File: src/rtl/dec_scan_pkg.sv
// dec_scan_pkg: shared state/mode encodings and decoder enable codes for the LED scan sequencer.
package dec_scan_pkg;
    typedef enum logic [1:0] {IDLE, SCAN, HOLD} state_t;
    typedef enum logic [1:0] {M_UP, M_DOWN, M_PINGPONG, M_SWEEP} mode_t;
    localparam logic [2:0] EN_ON  = 3'b100;
    localparam logic [2:0] EN_OFF = 3'b000;
endpackage

File: src/rtl/step_prescaler.sv
// step_prescaler: counts 0..term while enabled and pulses tick on the terminal count; clear forces 0.
module step_prescaler #(
    parameter int W = 3
) (
    input  logic         clk,
    input  logic         rst,
    input  logic         clear,
    input  logic         en,
    input  logic [W-1:0] term,
    output logic         tick
);
    logic [W-1:0] cnt;
    assign tick = en & ~clear & (cnt == term);
    always_ff @(posedge clk or posedge rst)
        if (rst) cnt <= '0;
        else if (clear) cnt <= '0;
        else if (en) cnt <= (cnt == term) ? '0 : cnt + 1'b1;
endmodule

File: src/rtl/decoder_scan_ctrl.sv
// decoder_scan_ctrl: scans a 3-to-8 active-low LED decoder in four modes with a one-shot host override.
module decoder_scan_ctrl
    import dec_scan_pkg::*;
#(
    parameter int DIV      = 4,
    parameter int HOLD_CYC = 8
) (
    input  logic       clk,
    input  logic       rst,
    input  logic       start,
    input  logic       stop,
    input  logic [1:0] mode,
    input  logic       req_valid,
    input  logic [2:0] req_sel,
    output logic       req_ready,
    output logic [2:0] switch,
    output logic [2:0] enable,
    output logic       busy,
    output logic       done
);
    localparam int CW = $clog2(DIV) + 1;
    localparam int HW = $clog2(HOLD_CYC) + 1;
    localparam logic [CW-1:0] DIV_T  = CW'(DIV - 1);
    localparam logic [HW-1:0] HOLD_T = HW'(HOLD_CYC - 1);

    state_t     state, ret;
    mode_t      mode_q;
    logic       dir, sv_dir, nxt_dir, sweep_end, accept, step, hold_end;
    logic [2:0] sv_switch, nxt_sel;

    assign req_ready = state != HOLD;
    assign accept    = req_valid & req_ready;
    assign sweep_end = mode_q == M_SWEEP && switch == 3'd7;
    // dir only matters for PINGPONG: it flips when the walk reaches either endpoint
    assign nxt_dir   = mode_q == M_PINGPONG ? (dir ? switch != 3'd7 : switch == 3'd0) : dir;
    assign nxt_sel   = (mode_q == M_DOWN || (mode_q == M_PINGPONG && !nxt_dir)) ? switch - 3'd1 : switch + 3'd1;

    step_prescaler #(.W(CW)) u_scan_div (
        .clk(clk), .rst(rst), .clear(state != SCAN || accept || stop),
        .en(state == SCAN), .term(DIV_T), .tick(step)
    );

    step_prescaler #(.W(HW)) u_hold_div (
        .clk(clk), .rst(rst), .clear(state != HOLD),
        .en(state == HOLD), .term(HOLD_T), .tick(hold_end)
    );

    always_ff @(posedge clk or posedge rst) begin
        if (rst) begin
            state     <= IDLE;
            ret       <= IDLE;
            mode_q    <= M_UP;
            switch    <= 3'd0;
            enable    <= EN_OFF;
            busy      <= 1'b0;
            done      <= 1'b0;
            dir       <= 1'b1;
            sv_switch <= 3'd0;
            sv_dir    <= 1'b1;
        end else begin
            done <= 1'b0;
            unique case (state)
                IDLE: begin
                    if (accept) begin
                        state     <= HOLD;
                        ret       <= IDLE;
                        sv_switch <= switch;
                        sv_dir    <= dir;
                        switch    <= req_sel;
                        enable    <= EN_ON;
                        busy      <= 1'b1;
                    end else if (start) begin
                        state  <= SCAN;
                        mode_q <= mode_t'(mode);
                        switch <= mode_t'(mode) == M_DOWN ? 3'd7 : 3'd0;
                        dir    <= 1'b1;
                        enable <= EN_ON;
                        busy   <= 1'b1;
                    end
                end
                SCAN: begin
                    if (accept) begin
                        state     <= HOLD;
                        ret       <= stop ? IDLE : SCAN;
                        sv_switch <= switch;
                        sv_dir    <= dir;
                        switch    <= req_sel;
                    end else if (stop || (step && sweep_end)) begin
                        state  <= IDLE;
                        switch <= 3'd0;
                        enable <= EN_OFF;
                        busy   <= 1'b0;
                        done   <= !stop;
                    end else if (step) begin
                        switch <= nxt_sel;
                        dir    <= nxt_dir;
                    end
                end
                default: begin
                    if (stop) ret <= IDLE;
                    if (hold_end) begin
                        if (ret == IDLE || stop) begin
                            state  <= IDLE;
                            switch <= 3'd0;
                            enable <= EN_OFF;
                            busy   <= 1'b0;
                        end else begin
                            state  <= SCAN;
                            switch <= sv_switch;
                            dir    <= sv_dir;
                        end
                    end
                end
            endcase
        end
    end
endmodule
File: config.mk
export PLATFORM = sky130hd
export DESIGN_NAME = decoder_scan_ctrl
export DESIGN_NICKNAME = d
export VERILOG_FILES = /design/src/rtl/dec_scan_pkg.sv /design/src/rtl/step_prescaler.sv /design/src/rtl/decoder_scan_ctrl.sv
export SDC_FILE = /design/constraint.sdc
export NUM_CORES = 1
export LEC_CHECK = 0
export BUFFER_PORTS_ARGS = -buffer_cell sky130_fd_sc_hd__buf_2
export CAP_MARGIN = 40
export CORE_MARGIN = 1
export CORE_UTILIZATION = 45
export DETAILED_ROUTE_END_ITERATION = 10
export PLACE_DENSITY = 0.75
export SYNTH_ARGS = -nofsm -noshare
export SYNTH_HDL_FRONTEND = slang
export SYNTH_HIERARCHICAL = 1
export SYNTH_SLANG_ARGS = --single-unit
File: constraint.sdc
create_clock -name clk -period 3.9 [get_ports clk]
set_input_delay 0.195 -clock clk [delete_from_list [all_inputs] [get_ports clk]]
set_output_delay 0.195 -clock clk [all_outputs]
set_load 0.01 [all_outputs]
## Yosys cells after proc, flatten, opt, wreduce, memory -nomap -nowiden

Index checks and enable logic that the tools add are counted.

| word-level totals | value |
|---|---|
| word-level logic and storage cells | 128 |
| output and inout port bits | 9 |
| bits of input ports | 10 |
| register bits | 26 |

| operators by class | value |
|---|---|
| bitwise operators | 8 |
| eq/ne operators | 24 |
| multiplexer cells | 54 |
| add/subtract/negate cells | 4 |
| reduce and logical (&&, ||, !) cells | 26 |

Operators with widths:

| kind | number |
|---|---|
| two-way mux 3 bit | 18 |
| two-way mux 1 bit | 19 |
| != test 2 bit, second input constant | 9 |
| two-way mux 2 bit | 8 |
| two-way mux 4 bit | 3 |
| one-hot mux 3 bit (2 select lines) | 2 |
| AND reduction 3 bit | 4 |
| != test 3 bit, second input constant | 3 |
| nonzero test 3 bit | 3 |
| one-hot mux 2 bit (2 select lines) | 2 |
| AND reduction 7 bit | 1 |
| adder 3 x 1 -> 3 bit, second input constant | 2 |
| equality test 2 x 1 -> 1 bit, second input constant | 3 |
| equality test 2 bit, second input constant | 3 |
| bitwise AND 1 bit | 5 |
| logical OR 1 bit | 5 |
| AND reduction 5 bit | 1 |
| adder 4 x 1 -> 4 bit, second input constant | 1 |
| equality test 4 x 3 -> 1 bit, second input constant | 1 |
| zero test 2 bit | 2 |
| != test 4 bit, second input constant | 1 |
| one-hot mux 1 bit (2 select lines) | 2 |
| nonzero test 2 bit | 2 |
| equality test 3 x 2 -> 1 bit, second input constant | 1 |
| other kinds (10) | 15 |

## Logic depth before layout (Yosys ltp)

| logic depth | value |
|---|---|
| depth after elaboration | 12 |
| gate-level depth with buffers | 10 |
| depth with buffers taken out | 9 |

## By module

The synthesis kept the hierarchy.

By module, submodules not included:

| module | seq. area each (sq um) | times used | area an instance (sq um) | cells an instance |
|---|---|---|---|---|
| decoder_scan_ctrl | 377.9 | 1 | 1149.9 | 120 |
| step_prescaler at u_hold_div | 100.1 | 1 | 297.8 | 28 |
| step_prescaler at u_scan_div | 75.1 | 1 | 209.0 | 23 |

## Worst setup path after synthesis

Ideal clock, no wire load.

| timing path | value |
|---|---|
| path kind | register to register |
| start | reg state[0] |
| end | reg switch[2] |
| required time | 3.776 ns |
| stages on the path, launching flop included | 10 |
| setup time | 0.124 ns |
| arrival | 2.068 ns |
| path buffers | 2 |
| slack | 1.708 ns |
| clock period less this slack | 2.192 ns |
| cell sequence | dfrtp_1 buf_6 nand2b_1 inv_1 clkbuf_1 and3b_1 nor2b_1 a221oi_4 mux2i_1 o21ai_1 |

| between the ends | value |
|---|---|
| elaborated cells between the ends (all ways) | 24 |
| classes of those cells | eq/ne (6); mux (4); bitwise (7); reduce/logical (7) |

RTL lines:

| what | RTL line | source |
|---|---|---|
| from (decl) | decoder_scan_ctrl.sv:26 | `state_t state, ret;` |
| from (signal assigned) | decoder_scan_ctrl.sv:50 | `state <= IDLE;` |
| from (signal assigned) | decoder_scan_ctrl.sv:65 | `state <= HOLD;` |
| from (signal assigned) | decoder_scan_ctrl.sv:73 | `state <= SCAN;` |
| != test 2 bit | decoder_scan_ctrl.sv:31 | `assign req_ready = state != HOLD;` |
| named net req_ready | decoder_scan_ctrl.sv:15 | `output logic req_ready,` |
| inverter 1 bit | step_prescaler.sv:13 | `assign tick = en & ~clear & (cnt == term);` |
| bitwise AND 1 bit (2 in a row) | step_prescaler.sv:13 |  |
| named net hold_end | decoder_scan_ctrl.sv:28 | `logic dir, sv_dir, nxt_dir, sweep_end, accept, step, hold_end;` |
| nonzero test 3 bit (no line) | - |  |
| AND reduction 3 bit (no line) | - |  |
| to (signal assigned) | decoder_scan_ctrl.sv:69 | `switch <= req_sel;` |
| to (signal assigned) | decoder_scan_ctrl.sv:75 | `switch <= mode_t'(mode) == M_DOWN ? 3'd7 : 3'd0;` |
| to (signal assigned) | decoder_scan_ctrl.sv:87 | `switch <= req_sel;` |
| to (decl) | decoder_scan_ctrl.sv:16 | `output logic [2:0] switch,` |

The timed path passes the listed nets, and every way through them passes these cells.
A chain may end at the register's enable or synchronous reset.

## Worst setup path after layout

| timing path | value |
|---|---|
| start | reg state[1] |
| end | reg switch[2] |

| between the ends | value |
|---|---|
| word-level cells in the longest chain between the ends | 12 |
| elaborated cells between the ends (all ways) | 24 |
| classes of those cells | eq/ne (6); mux (4); bitwise (7); reduce/logical (7) |

Ends and longest elaborated chain:

| what | RTL line | source |
|---|---|---|
| != test 2 bit | decoder_scan_ctrl.sv:31 |  |
| bitwise AND 1 bit | decoder_scan_ctrl.sv:32 | `assign accept = req_valid & req_ready;` |
| logical OR 1 bit (2 in a row) | decoder_scan_ctrl.sv:39 | `.clk(clk), .rst(rst), .clear(state != SCAN \|\| accept \|\| stop),` |
| inverter 1 bit | step_prescaler.sv:13 |  |
| bitwise AND 1 bit * (2 in a row) | step_prescaler.sv:13 |  |
| named net step | decoder_scan_ctrl.sv:28 |  |
| logical AND 1 bit | decoder_scan_ctrl.sv:88 | `end else if (stop \|\| (step && sweep_end)) begin` |
| logical OR 1 bit | decoder_scan_ctrl.sv:88 |  |
| two-way mux 3 bit | decoder_scan_ctrl.sv:88 |  |
| two-way mux 3 bit | decoder_scan_ctrl.sv:82 | `if (accept) begin` |
| one-hot mux 3 bit (2 select lines) | decoder_scan_ctrl.sv:62 | `unique case (state)` |
| to (signal assigned) | decoder_scan_ctrl.sv:69 |  |
| to (signal assigned) | decoder_scan_ctrl.sv:87 |  |
| to (signal assigned) | decoder_scan_ctrl.sv:95 | `switch <= nxt_sel;` |

Mark *: on every way through the listed nets, which the timed path passes. The rest lies on a longest branch.

==> out/metrics.csv <==
metric,value,unit
complex-gate fraction of the synthesized area,21.8,%
final net count,205,
Area Growth Syn to Fin,10.6,%
DR vias,1311,
postcts setup bufs,0,
CP Data Required Time,4.05,ns
CTS H-tree depth,1,
chip height,62.7,µm
setup TNS,0,ns
GR Overflow Total,0,
dpl hpwl,2620,µm
Post-Synth XOR/XNOR Area,6.27,%
"Seq/Total Area, Yosys",33.4,%
Routed Antenna Nets,0,
Tmin final,2.58,ns
crit path kind,reg2reg,
clk sinks,22,
R2R cell count,8,
CP Capture Type,flop,
gr usage total,19.6,%
ys flop type,dfrtp_1,
Startpoint Class,flop,
CP Max Fanout,13,
CTS tree,built,
Finish-stage setup viols,0,
Vias per Instance,5.53,
largest family of logic cells by synthesized area,compound AO/OA/AOI/OAI gates,
# IOs,19,
post-synthesis register bit count,22,
fin cells,237,
synth unique cells,63,
Ys Warns,6,
"commonest non-fill, non-tap cells in the layout","20 x dfrtp_1, 16 x buf_2, 14 x inv_1, 11 x nand2_1, 11 x conb_1",
RD Place Congestion,0.885,
status,finished clean,
Post-CTS Resized,0,
DRT Wirelength,3430,µm
min-delay src,mode[1],
Lkg Pwr,0.806,nW
FP Rows,21,
First DRT Iteration DRCs,79,
number of global-route vias before repair,1285,
layout cells sized above 1,21.5,%
Mapped Area,0.00166,mm²
RSZ-0062 raised after global routing,false,
Peak VDD IR,0.396,mV
CORE AREA,0.00344,mm²
first-pass GRT wire length,6110,µm
"most common cell after layout, fill and taps aside",dfrtp_1,
number of synthesized flops with an enable pin,0,
Hold Path End,mode_q[1]$_DFFE_PP0P_,
"Slew Viols, Final",0,
Area after DPL,0.00175,mm²
Ant. Diodes,0,
initial antenna violation count,0,
CTS buffer count,3,
worst hold path stage count,2,
Hold Fails Final Rpt,0,
mux cell area share after synthesis,6.12,%
Max clock buf depth,2,
Skew-Pair Late Insertion Delay,0.26,ns
syn avg cell area,9.69,µm²
Worst EP arrival,2.74,ns
Initial Util,48.1,%
r2r endpoint,switch[2]$_DFFE_PP0P_,
Post-synth ARST share,100,%
Pwr per Cell Area,725,mW/mm²
die area,0.00393,mm²
worst slew pin tran,0.587,ns
largest net degree at the start of global routing,16,
dpl cells,232,
Hold WC Path Type,in2reg,
PortBufs,16,
Max-Cap Viols,0,
Worst R2R Start,state[1]$_DFFE_PP0P_,
clk root buf,clkbuf_8,
Reg2Reg Setup Slack,1.32,ns
fillers,327,
Tcrit/Tclk final,66.2,%
drt pass-1 iters,4,
Hold Buf Count CTS,1,
cell count after synthesis,171,
Final Cell Area,0.00183,mm²
Die W,62.7,µm
wire per inst,14.5,µm
drt drc,0,
adder-cell share of the synthesized area,2.72,%
Worst-path clk slew,0.08,ns
clk_skew,0.00302,ns
Simple-Gate Fraction of Synth Area,21.5,%
f_max,387,MHz
slew margin rel.,60.8,%
-- routing by layer --
metal | global-route usage, % | vias up | share of wire (%)
li1 | - | 643 | -
met1 | 26.7 | 636 | 47
met2 | 31.5 | 26 | 48
met3 | 4.20 | 6 | 4.0
met4 | 4.65 | 0 | 1.1
met5 | 0 | - | 0
-- Yosys cell counts, types with 2 or more instances --
master	n	area [µm²]
xor2_1	6	52.6
nand2_1	11	41.3
o21ai_0	6	30.0
buf_2	2	10.0
nand3b_1	3	22.5
and3_1	4	25.0
ha_1	2	25.0
mux2_1	2	22.5
o21ai_1	3	15.0
o22ai_1	3	18.8
nand2b_1	3	18.8
conb_1	2	7.51
inv_1	14	52.6
a31oi_1	4	25.0
mux2i_1	3	30.0
buf_4	4	30.0
buf_6	3	33.8
dfstp_2	2	52.6
o21bai_1	2	15.0
nor2_1	9	33.8
a21oi_1	7	35.0
nor3b_1	3	22.5
nor2b_1	3	18.8
xnor2_1	4	35.0
mux2_2	3	33.8
or3_1	2	12.5
o2111ai_1	2	17.5
a2111oi_2	2	30.0
dfrtp_1	20	500
nor3_1	4	20.0
-- cells by family after synthesis --
kind of cell,after synthesis
compound gates,44
flops,22
mux,9
other cells,2
buf+inv,24
xor+xnor,11
simple gates,56
fa+ha+maj,3
-- power by group --
group,total (W),switching (W),internal [W]
Sequential,0.000459,0.000140,0.000319
Clock,0.000210,0.0000728,0.000137
Combinational,0.000660,0.000359,0.000301
Total,0.00133,0.000571,0.000757
-- layout make-up --
| cell class | count | area, µm² | share of cell area [%] |
|---|---|---|---|
| multi-input combinational | 134 | 1010 | 55.0 |
| inverter | 14 | 52.6 | 2.87 |
| tap | 46 | 57.6 | 3.14 |
| clock buffer | 3 | 41.3 | 2.25 |
| timing repair buffer | 17 | 90.1 | 4.92 |
| clock inverter | 1 | 30.0 | 1.64 |
| sequential | 22 | 553 | 30.2 |
-- worst max-delay path by stage --
| stage | cells after the start | to | slack (ns) | from |
|---|---|---|---|---|
| 2_1_floorplan | 9 | switch[2]$_DFFE_PP0P_ | 1.71 | state[0]$_DFFE_PP0P_ |
| 3_3_place_gp | 8 | switch[2]$_DFFE_PP0P_ | 1.48 | state[1]$_DFFE_PP0P_ |
| 3_5_place_dp | 8 | switch[2]$_DFFE_PP0P_ | 1.37 | state[1]$_DFFE_PP0P_ |
| 4_1_cts | 8 | switch[2]$_DFFE_PP0P_ | 1.33 | state[1]$_DFFE_PP0P_ |
| 5_1_grt | 8 | switch[2]$_DFFE_PP0P_ | 1.10 | state[1]$_DFFE_PP0P_ |
| 6_report | 8 | switch[2]$_DFFE_PP0P_ | 1.32 | state[1]$_DFFE_PP0P_ |
-- worst max-delay path, stage by stage, from the launching register on --
cell and delay (ns):
dfrtp_1 0.55, nor4b_2 0.55, inv_1 0.17, nor2b_1 0.21
and3_1 0.21, inv_1 0.10, a221oi_4 0.39, mux2i_1 0.22
o21ai_1 0.08
-- sequential cells by signal, summed over array words and instances (netlist names) --
signal          flops
state               2
u_hold_div/cnt      4
switch              3
dir                 1
sv_dir              1
sv_switch           3
done                1
enable              1
mode_q              2
ret                 1
u_scan_div/cnt      3
-- stage by stage --
stage,setup slack [ns],hold slack (ns),power [W],utilization [%]
finish,1.32,0.171,0.00133,53.2
global route,1.10,0.180,0.00145,53.2
CTS,1.33,0.170,0.00133,53.2
detailed placement,1.37,0.0893,0.00112,50.9
global placement,1.48,0.0892,0.00110,50.9
floorplan,1.71,-0.0514,0.000991,-
(Power assumes the default switching activity.)
